[config.mk]
export PLATFORM = sky130hd
export DESIGN_NAME = if_prefetch_unit
export DESIGN_NICKNAME = d
export VERILOG_FILES = /design/src/rtl/if_prefetch_unit.sv
export SDC_FILE = /design/constraint.sdc
export NUM_CORES = 1
export LEC_CHECK = 0
export ABC_AREA = 1
export CAP_MARGIN = 0
export CORE_ASPECT_RATIO = 0.9
export CORE_UTILIZATION = 52
export DETAILED_ROUTE_END_ITERATION = 10
export MAX_ROUTING_LAYER = met4
export PLACE_DENSITY = 0.74
export SLEW_MARGIN = 20
export SYNTH_ARGS = -nofsm -noshare
export SYNTH_HDL_FRONTEND = slang
export SYNTH_SLANG_ARGS = --single-unit
[constraint.sdc]
create_clock -name clk -period 1.86 [get_ports clk]
set_input_delay 0.186 -clock clk [delete_from_list [all_inputs] [get_ports clk]]
set_output_delay 0.186 -clock clk [all_outputs]
set_load 0.01 [all_outputs]
[src/rtl/if_prefetch_unit.sv]
// Instruction-fetch front end: tracks the PC, issues single-outstanding word
// fetches over a req/ack handshake, buffers returned words with their PCs in
// a small FIFO and hands them to decode on a valid/ready interface. A redirect
// flushes the buffer and restarts fetching at the new target; a fetch already
// in flight when the redirect arrives is completed and its data thrown away.
module if_prefetch_unit #(
   parameter int unsigned       ADDR_W     = 32,
   parameter int unsigned       DATA_W     = 32,
   parameter int unsigned       FIFO_DEPTH = 4,
   parameter logic [ADDR_W-1:0] RESET_PC   = '0
) (
   input  logic              clk,
   input  logic              rst_n,
   output logic              mem_req_o,
   output logic [ADDR_W-1:0] mem_addr_o,
   input  logic              mem_ack_i,
   input  logic [DATA_W-1:0] mem_rdata_i,
   input  logic              redirect_valid_i,
   input  logic [ADDR_W-1:0] redirect_pc_i,
   output logic              inst_valid_o,
   input  logic              inst_ready_i,
   output logic [DATA_W-1:0] inst_data_o,
   output logic [ADDR_W-1:0] inst_pc_o
);

   localparam int unsigned    PTR_W   = $clog2(FIFO_DEPTH);
   localparam int unsigned    CNT_W   = PTR_W + 1;
   // Depth at one extra bit so "count + 1" can be compared without overflow.
   localparam logic [CNT_W:0] DEPTH_X = (CNT_W + 1)'(FIFO_DEPTH);

   typedef enum logic [1:0] {S_IDLE, S_FETCH, S_DROP} state_e;

   state_e            state_q;
   logic              req_q;
   logic [ADDR_W-1:0] addr_q;
   logic [ADDR_W-1:0] pc_q;

   logic [DATA_W-1:0] dat_q [FIFO_DEPTH];
   logic [ADDR_W-1:0] apc_q [FIFO_DEPTH];
   logic [PTR_W-1:0]  rd_q;
   logic [PTR_W-1:0]  wr_q;
   logic [CNT_W-1:0]  cnt_q;
   logic [CNT_W-1:0]  cnt_d;

   logic              pop;
   logic              push;
   logic [CNT_W-1:0]  cnt_pop;
   logic [CNT_W:0]    cnt_x;
   logic              room_idle;
   logic              room_next;
   logic [ADDR_W-1:0] redir_pc;
   logic [ADDR_W-1:0] pc_inc;

   assign pop       = inst_valid_o & inst_ready_i;
   // Data returned in a DROP, or on the same edge as a redirect, is stale.
   assign push      = (state_q == S_FETCH) & mem_ack_i & ~redirect_valid_i;
   assign cnt_pop   = cnt_q - CNT_W'(pop);
   assign cnt_x     = {1'b0, cnt_pop};
   // A new request reserves a slot, so it may issue only if that slot exists
   // after this cycle's pop (and, for back-to-back, after this cycle's push).
   assign room_idle = cnt_x < DEPTH_X;
   assign room_next = (cnt_x + (CNT_W + 1)'(1)) < DEPTH_X;
   assign redir_pc  = {redirect_pc_i[ADDR_W-1:2], 2'b00};
   assign pc_inc    = pc_q + ADDR_W'(4);

   // Occupancy next state: a redirect empties the buffer outright.
   always_comb begin
      cnt_d = cnt_q;
      if (redirect_valid_i) cnt_d = '0;
      else                  cnt_d = cnt_q + CNT_W'(push) - CNT_W'(pop);
   end

   assign mem_req_o    = req_q;
   assign mem_addr_o   = addr_q;
   assign inst_valid_o = (cnt_q != '0);
   assign inst_data_o  = dat_q[rd_q];
   assign inst_pc_o    = apc_q[rd_q];

   // Prefetch buffer storage and pointers.
   always_ff @(posedge clk or negedge rst_n) begin
      if (!rst_n) begin
         rd_q  <= '0;
         wr_q  <= '0;
         cnt_q <= '0;
         for (int i = 0; i < int'(FIFO_DEPTH); i++) begin
            dat_q[i] <= '0;
            apc_q[i] <= '0;
         end
      end else begin
         cnt_q <= cnt_d;
         if (redirect_valid_i) begin
            rd_q <= '0;
            wr_q <= '0;
         end else begin
            if (push) begin
               dat_q[wr_q] <= mem_rdata_i;
               apc_q[wr_q] <= addr_q;
               wr_q        <= wr_q + PTR_W'(1);
            end
            if (pop) rd_q <= rd_q + PTR_W'(1);
         end
      end
   end

   // Fetch FSM with registered request/address. pc_q holds the next address
   // to fetch (or, in DROP, the redirect target waiting to be issued).
   always_ff @(posedge clk or negedge rst_n) begin
      if (!rst_n) begin
         state_q <= S_IDLE;
         req_q   <= 1'b0;
         addr_q  <= RESET_PC;
         pc_q    <= RESET_PC;
      end else begin
         unique case (state_q)
            S_IDLE: begin
               if (redirect_valid_i) begin
                  pc_q    <= redir_pc;
                  addr_q  <= redir_pc;
                  req_q   <= 1'b1;
                  state_q <= S_FETCH;
               end else if (room_idle) begin
                  addr_q  <= pc_q;
                  req_q   <= 1'b1;
                  state_q <= S_FETCH;
               end
            end
            S_FETCH: begin
               if (redirect_valid_i) begin
                  pc_q <= redir_pc;
                  // Request cannot be withdrawn: wait out the ack in DROP
                  // unless it is completing right now.
                  if (mem_ack_i) addr_q  <= redir_pc;
                  else           state_q <= S_DROP;
               end else if (mem_ack_i) begin
                  pc_q <= pc_inc;
                  if (room_next) begin
                     addr_q <= pc_inc;
                  end else begin
                     req_q   <= 1'b0;
                     state_q <= S_IDLE;
                  end
               end
            end
            S_DROP: begin
               if (redirect_valid_i) pc_q <= redir_pc;
               if (mem_ack_i) begin
                  addr_q  <= redirect_valid_i ? redir_pc : pc_q;
                  state_q <= S_FETCH;
               end
            end
            default: begin
               state_q <= S_IDLE;
               req_q   <= 1'b0;
            end
         endcase
      end
   end

endmodule

* Yosys cells after proc, flatten, opt, wreduce, memory -nomap -nowiden
Index checks and enable logic that the tools add are counted. W data, S select, Z words.
Word-level totals: register bits 330, input bits 69, output and inout bits 98
Cells by class: add/sub/neg operators 7, $lt $le $gt $ge 5, equality and inequality tests 11, multiplexer cells 41, bitwise gates (word level) 7, reduce and logical (&&, ||, !) cells 13
Operators by type and width (count):
- $mux W32 | 15
- $bwmux W128 | 2
- $bmux W32 S2 | 2
- $pmux W32 S3 | 1
- $demux W32 S2 | 1
- $pmux W32 S2 | 1
- $add A32 B3 Y32 const B | 1
- $mux W2 | 11
- $ne A3 B3 Y1 const B | 5
- $reduce_and A5 Y1 | 3
- $ne A2 B2 Y1 const B | 4
- $ge A3 B3 Y1 const B | 2
- $not A2 Y3 | 2
- $pmux W2 S3 | 1
- $reduce_bool A2 Y1 | 3
- $reduce_bool A3 Y1 | 2
- $sub A3 B1 Y3 | 2
- $mux W1 | 5
- $add A2 B1 Y2 const B | 2
- $add A3 B1 Y4 const B | 1
- $lt A4 B3 Y1 const B | 1
- $reduce_and A2 Y1 | 2
- $add A3 B1 Y3 | 1
- $and A1 B1 Y1 | 3
- other kinds (10) | 11

* Depth between registers and ports, before layout
depth after elaboration 9, mapped depth 15, gate-level depth less buffers 14

* Worst setup path before layout
Ideal clock, no wire load.
kind register to register, start point register cnt_q[2], end point register addr_q[18], in the netlist mem_addr_o[18], library setup time 0.123 ns, data arrival time 1.931 ns, data required time 1.737 ns, path slack -0.194 ns, stages on the path, launching flop included 16, path buffers 1, cells stage by stage dfrtp_1 > nor2_1 > nand2_1 > nand2_1 > inv_1 > ha_1 > ha_1 > xor2_1 > nand2_1 > nor2_1 > nor2_1 > nand2_1 > buf_2 > nor2_1 > o21ai_0 > nand2_1
On the way: cells in the longest elaborated chain, start to end 7
RTL lines:
- start, declared | RTL line 42 | logic [CNT_W-1:0] cnt_q;
- start signal, assigned | RTL line 90 | cnt_q <= cnt_d;
- $reduce_bool A3 Y1 * | RTL line 75 | assign inst_valid_o = (cnt_q != '0);
- net inst_valid_o | RTL line 20 | output logic inst_valid_o,
- $and A1 B1 Y1 * | RTL line 54 | assign pop = inst_valid_o & inst_ready_i;
- $sub A3 B1 Y3 * | RTL line 57 | assign cnt_pop = cnt_q - CNT_W'(pop);
- $add A3 B1 Y4 | RTL line 62 | assign room_next = (cnt_x + (CNT_W + 1)'(1)) < DEPTH_X;
- $lt A4 B3 Y1 | RTL line 62
- $ne A3 B3 Y1 (no source line)
- $reduce_and A5 Y1 (no source line) *
- end signal, assigned | RTL line 118 | addr_q <= redir_pc;
- end signal, assigned | RTL line 122 | addr_q <= pc_q;
- end signal, assigned | RTL line 132 | if (mem_ack_i) addr_q <= redir_pc;
- end, declared | RTL line 35 | logic [ADDR_W-1:0] addr_q;
Mark *: on every way through the listed nets, which the timed path passes. The rest lies on a longest branch. A chain may end at the register's enable or synchronous reset.

* Final worst setup path
start point register rd_q[0], end point output port inst_pc_o[19]
On the way: cells in the longest elaborated chain, start to end 4
RTL lines:
- start, declared | RTL line 40 | logic [PTR_W-1:0] rd_q;
- start signal, assigned | RTL line 100 | if (pop) rd_q <= rd_q + PTR_W'(1);
- $not A2 Y3 (not written as such) | RTL line 77 | assign inst_pc_o = apc_q[rd_q];
- $bmux W32 S2 | RTL line 77
- $mux W32 (not written as such) (2 in series) | RTL line 77
- end, declared | RTL line 23 | output logic [ADDR_W-1:0] inst_pc_o
Every way passes these cells. The select of a mux whose other input is x is not followed.

==> results_dict.tcl <==
set metrics [dict create \
    synth_flop_cell "dfrtp_1" \
    synth_cells 2001 \
    worst_setup_path_end_kind "output pin" \
    fmax_ghz 0.455 \
    failed_checks "setup timing" \
    die_w_um 186 \
    grt_max_degree 73 \
    setup_slack_ns -0.339 \
    yosys_warnings 0 \
    p_leak_nw 10.5 \
    drt-vias-per-instance 5.77 \
    cp.arrival_ns 2.01 \
    io_pins 167 \
    synth-seq-cells 330 \
    dr.pass1.iters 6 \
    crit_chain "buf_12 -> buf_8 -> buf_6 -> o21ai_2 -> o22ai_1 -> buf_4" \
    tns_ns -24.40 \
    finClkSkew_ns 0.0135 \
    hold_path.class "input port to async pin" \
    grt_pass1_wl_um 74400 \
    status "complete, but fails checks" \
    synth.area.top_cells "dfrtp_1 52%, nand2_1 12%, o21ai_1 8.3%" \
    period_minus_slack_ns 2.20 \
    pre_cts_ws_ns -0.656 \
    num_vias 15500 \
    timing.slew.headroom 0.570 \
    layout_commonest_cell "nand2_1" \
    row_count 60 \
    synth_edf_count 0 \
    seqPwrFrac 0.323 \
    diodes 0 \
    cp_num_buf_inv 4 \
    clk_latency_ns 0.53 \
    synthArstFlopShare 1.00 \
    fin_util 0.745 \
    hpwlAfterDp_um 29000 \
    grt-ovfl-total 0 \
    finalWeightedCongestion 0.925 \
    syn_area_per_cell_um2 7.88 \
    antenna_found_initial 0 \
    dieArea_um2 31000 \
    crit_path_top_delay_cell "dfrtp_4" \
    p_int_w 0.0225 \
    fin_crit_sh 1.18 \
    rsz0062_at_grt "true" \
    drc 0 \
    switching_share 0.416 \
    finalSetupViolations 101 \
    tritoncts "built" \
    final_cell_mix "488 x nand2_1, 327 x dfrtp_1, 298 x o21ai_1" \
    power.switching_w 0.0160 \
    wirelength_um 51800 \
    yosysSeqAreaShare 0.524 \
    port_buffers 164 \
    cts_buffers 36 \
    synth_top_area_frac 0.524 \
    tightest_slew_ns 0.645 \
    coreArea_um2 29900 \
    cpLargestDelayFamily "buffers and inverters" \
    synth_area_um2 15800 \
    criticalPathCategory "flop to output pin" \
    total_power_w 0.0385 \
    finalNetCount 2337 \
    drv_slew 0 \
    hold_viol_final 0 \
    synth_cell_type_count 35 \
    max-clock-path-buffers 3 \
    syn_nets 2080 \
    ctsHtreeMaxLevel 2 \
    grt.total_usage 0.311 \
    die_y_um 167 \
    p_per_area_nw_per_um2 1730 \
    power_frac_comb 0.491 \
    wire_per_inst_um 19.3 \
    peakVddDrop_mv 1.04 \
    drive_above_1_share 0.262 \
    worstSetupStartpointType "flop" \
    clk_pin_slew_ns 0.06 \
    drtIter0Drc 1304 \
    clockPowerShare 0.185 \
    crit_required_ns 1.67 \
    root_buffer "clkbuf_16" \
    start_util 0.528 \
    synth_top_area_cell "dfrtp_1" \
    grt_pass1_vias 14300 \
    path_max_fanout 7 \
    cp_slowest_stage_delay_ns 0.58 \
    cts_sinks 330 \
    area_growth_syn_to_layout_pct 41.2 \
    max-cap-violations 0 \
    ant_nets 0 \
]
[sequential cells by signal, summed over array words and instances (netlist names)]
name        count
dat_q         128
wr_q            2
mem_req_o       1
pc_q           32
cnt_q           3
mem_addr_o     32
rd_q            2
state_q         2
apc_q         128
[worst register-to-register path, cell delays in order (launching register included)]
cell and delay [ns]:
dfrtp_1 0.38, nor2_1 0.11, nand2_1 0.09, nand2_2 0.09, inv_2 0.05, ha_4 0.16, ha_4 0.17, xnor2_2 0.14
nand2_2 0.12, a21oi_4 0.21, nand2_8 0.14, buf_12 0.18, buf_8 0.13, nand2_2 0.05, nand2_1 0.05
[worst paths after layout]
path / cells after the start / to / slack [ns] / start
min in group clk: 3 / dat_q[4] / 0.28 / mem_rdata_i[4]
max in group asynchronous: 3 / apc_q[4] / 0.91 / rst_n
worst max register to register: 14 / mem_addr_o[8] / -0.33 / cnt_q[2]
worst min register to register: 2 / dat_q[125] / 0.49 / dat_q[125]
worst min-delay path: 2 / dat_q[123] / 0.25 / rst_n
worst max-delay path: 6 / inst_pc_o[19] / -0.34 / rd_q[0]
[final cells by class]
type                    count  area (µm²)
multi-input cells        1397        7760
inverters                 142         554
clock buffers              52        1100
repair buffers            347        3910
well taps                 403         504
fillers                  2052        7620
flip-flops and latches    330        8260
repair inverters            4        81.3
clock inverters            10        75.1
[Yosys cell counts (4+ instances only)]
| master | instances |
|---|---|
| nor3_1 | 4 |
| o21ai_1 | 263 |
| o21ai_0 | 192 |
| o211ai_1 | 4 |
| ha_1 | 9 |
| a21oi_1 | 52 |
| nor2_1 | 211 |
| buf_1 | 4 |
| dfrtp_1 | 330 |
| buf_4 | 5 |
| nand4_1 | 13 |
| inv_1 | 136 |
| clkbuf_1 | 53 |
| nand2_1 | 510 |
| buf_2 | 68 |
| inv_2 | 4 |
| nand3_1 | 53 |
| o22ai_1 | 65 |
[power by group through the flow]
stage | registers (W) | logic [W] | clock network (W)
2_1_floorplan | 0.0115 | 0.00846 | 0
3_3_place_gp | 0.0118 | 0.0142 | 0
3_5_place_dp | 0.0119 | 0.0146 | 0
4_1_cts | 0.0120 | 0.0156 | 0.00716
5_1_grt | 0.0127 | 0.0204 | 0.00748
6_report | 0.0124 | 0.0189 | 0.00713
[cells by family (layout without fill, tap and decap cells)]
logic type,count (synthesis),count (layout),share of synthesized area
AOI/OAI and AO/OA,583,583,0.192
xor gates and xnor gates,4,4,0.00222
adders and majority gates,10,10,0.00841
buffers and inverters,274,555,0.0730
DFF,330,330,0.524
muxes,2,2,0.00127
and+or+nand+nor,798,798,0.199
[through the flow]
step,cells,area (µm²),hold slack (ns)
2_1_floorplan,2001,15800,-0.110
6_report,2685,22300,0.247
4_1_cts,2650,20500,0.268
3_5_place_dp,2566,18800,0.219
5_1_grt,2685,22300,0.272
3_3_place_gp,2566,18800,0.224
[what timing repair did]
item	CTS	global route
gates resized for setup	485	312
endpoints found under the setup margin	105	115
cloned	9	24
hold buffers	1	0
setup buffers	12	16
pin swaps	41	94
endpoints found under the hold margin	57	0
[metal layers]
layer	vias up	routed length [µm]	track usage
met5	-	0	-
met4	0	1670	0.0987
met3	134	4140	0.0444
met2	739	25300	0.486
met1	7481	20700	0.420
li1	7136	-	-
Power figures use the tool's default switching activity.
==> edit, RTL diff (same flow settings) <==
Re-encode `state_e` (3 states) as one-hot, 3 bits wide.
--- a/src/rtl/if_prefetch_unit.sv
+++ b/src/rtl/if_prefetch_unit.sv
@@ -28,7 +28,7 @@
    // Depth at one extra bit so "count + 1" can be compared without overflow.
    localparam logic [CNT_W:0] DEPTH_X = (CNT_W + 1)'(FIFO_DEPTH);
 
-   typedef enum logic [1:0] {S_IDLE, S_FETCH, S_DROP} state_e;
+   typedef enum logic [2:0] {S_IDLE = 3'b001, S_FETCH = 3'b010, S_DROP = 3'b100} state_e;
 
    state_e            state_q;
    logic              req_q;
Behaviour: same outputs for any inputs over 4 cycles, from zero or initial values and one cycle with rst_n low; so few cycles prove little.
==> edit against the original RTL <==
Setup slack gained 0.0048 ns; synthesized cell count grew 1.0%; sequential cell count grew 1; total power shrank 7.2%; clock power is essentially flat; largest power group unchanged; the run still ends with negative setup slack left; wire length shrank 3.0%; synthesized area grew 0.47%; cell area shrank 1.1%.
==> edit: results (changes against the original RTL) <==
stage	metric	value	unit	change
final_layout	share of layout cells above drive strength 1	24.22	%	was 26.21%
status	status	finished with violations		unchanged
final_layout	NumNets Final	2348		was 2337
timing	Final Setup Violations	101		unchanged
timing	Final WS setup	-0.3340	ns	was -0.3388 ns
synthesis	Mapped Nets	2101		was 2080
synthesis	post-synthesis async set-or-reset flop share	100.0	%	unchanged
place	Setup WS pre-CTS	-0.3138	ns	was -0.6563 ns
timing	actual slew at the worst max-slew pin	0.4167	ns	was 0.6451 ns
clocking	total clock buffers created by CTS	36		unchanged
timing	post-route clock skew	0.01689	ns	was 0.01348 ns
status	failing checks	negative setup slack		unchanged
place	HPWL after detailed placement	28.41	mm	was 28.99 mm
synthesis	Mapped Avg Cell Area	7.833	um2	was 7.878 um2
final_layout	biggest regs	apc_q x128, dat_q x128		unchanged
hold_path	Min-Delay Path Class	input pin to async pin		unchanged
timing	Setup TNS	-23.15	ns	was -24.40 ns
final_layout	Cell Count, Final, Fillers Out	2699		was 2685
global_routing	largest net degree at the start of global routing	65		was 73
power_and_ir_drop	VDD IR max	0.7823	mV	was 1.042 mV
global_routing	Total GRT Usage	30.06	%	was 31.09%
routing	DRT Pass-1 Iters	5		was 6
setup_path	Crit Path Max Fanout	8		was 7
synthesis	Cell variety after synth	33		was 35
clocking	H-tree depth	2		unchanged
synthesis	sequential-to-total area share from yosys stat	52.31	%	was 52.39%
routing	routed vias	15448		was 15490
synthesis	synth top area cells	dfrtp_1 52%, nand2_1 13%, o21ai_1 8.5%, o21ai_0 6.2%, nor2_1 5.0%		was dfrtp_1 52%, nand2_1 12%, o21ai_1 8.3%, o21ai_0 6.1%, nor2_1 5.0%
clocking	Clock Latency Late Sink	0.53	ns	about the same
global_routing	vias in the first global route	14108		was 14338
timing	fin crit share	118.0	%	was 118.2%
synthesis	Synth top cells by count	532 x nand2_1, 330 x dfrtp_1, 268 x o21ai_1		was 510 x nand2_1, 330 x dfrtp_1, 263 x o21ai_1
place	Cell Area, Placed	18790	um2	was 18830 um2
routing	Starting DRT DRC Count	1361		was 1304
place	Post-Place Cells	2576		was 2566
place	gpl congestion	0.8781		was 0.9253
setup_path	Critical Path Max Stage Delay	0.60	ns	was 0.58 ns
power_and_ir_drop	Static Leak	0.01041	uW	was 0.01049 uW
global_routing	first-pass GRT wire length	72.44	mm	was 74.42 mm
routing	per-cell routed wire length	18.62	um	was 19.30 um
## edit: cell types whose count changed in the layout (fill, tap and decap cells not counted), moves of 10 or more
cell	delta
a21oi_2	-12
nor2_1	+10
a21oi_1	-15
o21ai_0	+13
nand2_1	+31
o21ai_2	-18
nand3_2	+10
nor2_4	-11
## edit: final cells by class
| cell class | instances | area, um2 |
|---|---|---|
| Sequential cell | 331 | 8289 |
| Timing Repair inverter | 1 | 11.26 |
| Multi-Input combinational cell | 1417 | 7761 |
| Fill cell | 2064 | 7941 |
| Clock buffer | 53 | 1056 |
| Inverter | 144 | 563.0 |
| Tap cell | 403 | 504.2 |
| Timing Repair Buffer | 338 | 3722 |
| Clock inverter | 12 | 105.1 |
## edit: layer usage
| metal | track usage (%) | part of all wire (%) | vias up |
|---|---|---|---|
| li1 | - | - | 7163 |
| met1 | 40.72 | 41 | 7458 |
| met2 | 47.26 | 49 | 700 |
| met3 | 3.980 | 7.2 | 127 |
| met4 | 8.874 | 3.2 | 0 |
| met5 | - | 0 | - |
## edit: where the power goes
part	total [uW]	switching [uW]	leakage, uW	internal, uW
logic	17600	9850	0.00544	7790
clock network	7110	3010	0.000568	4100
registers	11000	1720	0.00439	9230
total	35700	14600	0.0104	21100
## edit: cells by family after synthesis
family	after synthesis	share of synthesized area (%)
AOI/OAI and AO/OA	565	18.54
xor gates and xnor gates	3	0.1659
adders and majority gates	10	0.8374
buffers and inverters	275	7.181
DFF	331	52.31
and+or+nand+nor	838	20.97
## edit: worst max-delay path, delay by kind of cell (launching register included)
family,cells,cell delay [ns]
buffers and inverters,4,0.65
AOI/OAI and AO/OA,1,0.20
DFF,1,0.60
and+or+nand+nor,1,0.04
## edit: worst paths after layout
kind	from	endpoint	slack, ns	cells after the start
worst max-delay path	rd_q[0]$_DFFE_PN0P_	inst_data_o[2]	-0.33	6
worst min-delay path	rst_n	dat_q[59]$_DFFE_PN0P_	0.16	2
worst max register to register	cnt_q[2]$_DFF_PN0_	mem_addr_o[8]$_DFFE_PN0P_	-0.27	13
worst min register to register	dat_q[62]$_DFFE_PN0P_	dat_q[62]$_DFFE_PN0P_	0.49	2
max in group asynchronous	rst_n	rd_q[0]$_DFFE_PN0P_	0.99	3
min in group clk	mem_rdata_i[30]	dat_q[126]$_DFFE_PN0P_	0.27	3
## edit: per-stage QoR
step | total power [uW] | hold slack, ns
final | 35710 | 0.1572
after global routing | 37800 | 0.1845
after CTS | 32450 | 0.1735
after detailed placement | 25000 | 0.1253
after global placement | 24610 | 0.1232
after floorplan | 18680 | -0.1096
## edit: what timing repair did
item / CTS / global route
setup buffers: 10 / 18
endpoints found under the setup margin: 133 / 134
resized for setup: 377 / 349
cloned: 6 / 25
pin swaps: 38 / 86
hold endpoints to repair: 193 / 0
hold buffers: 1 / 0
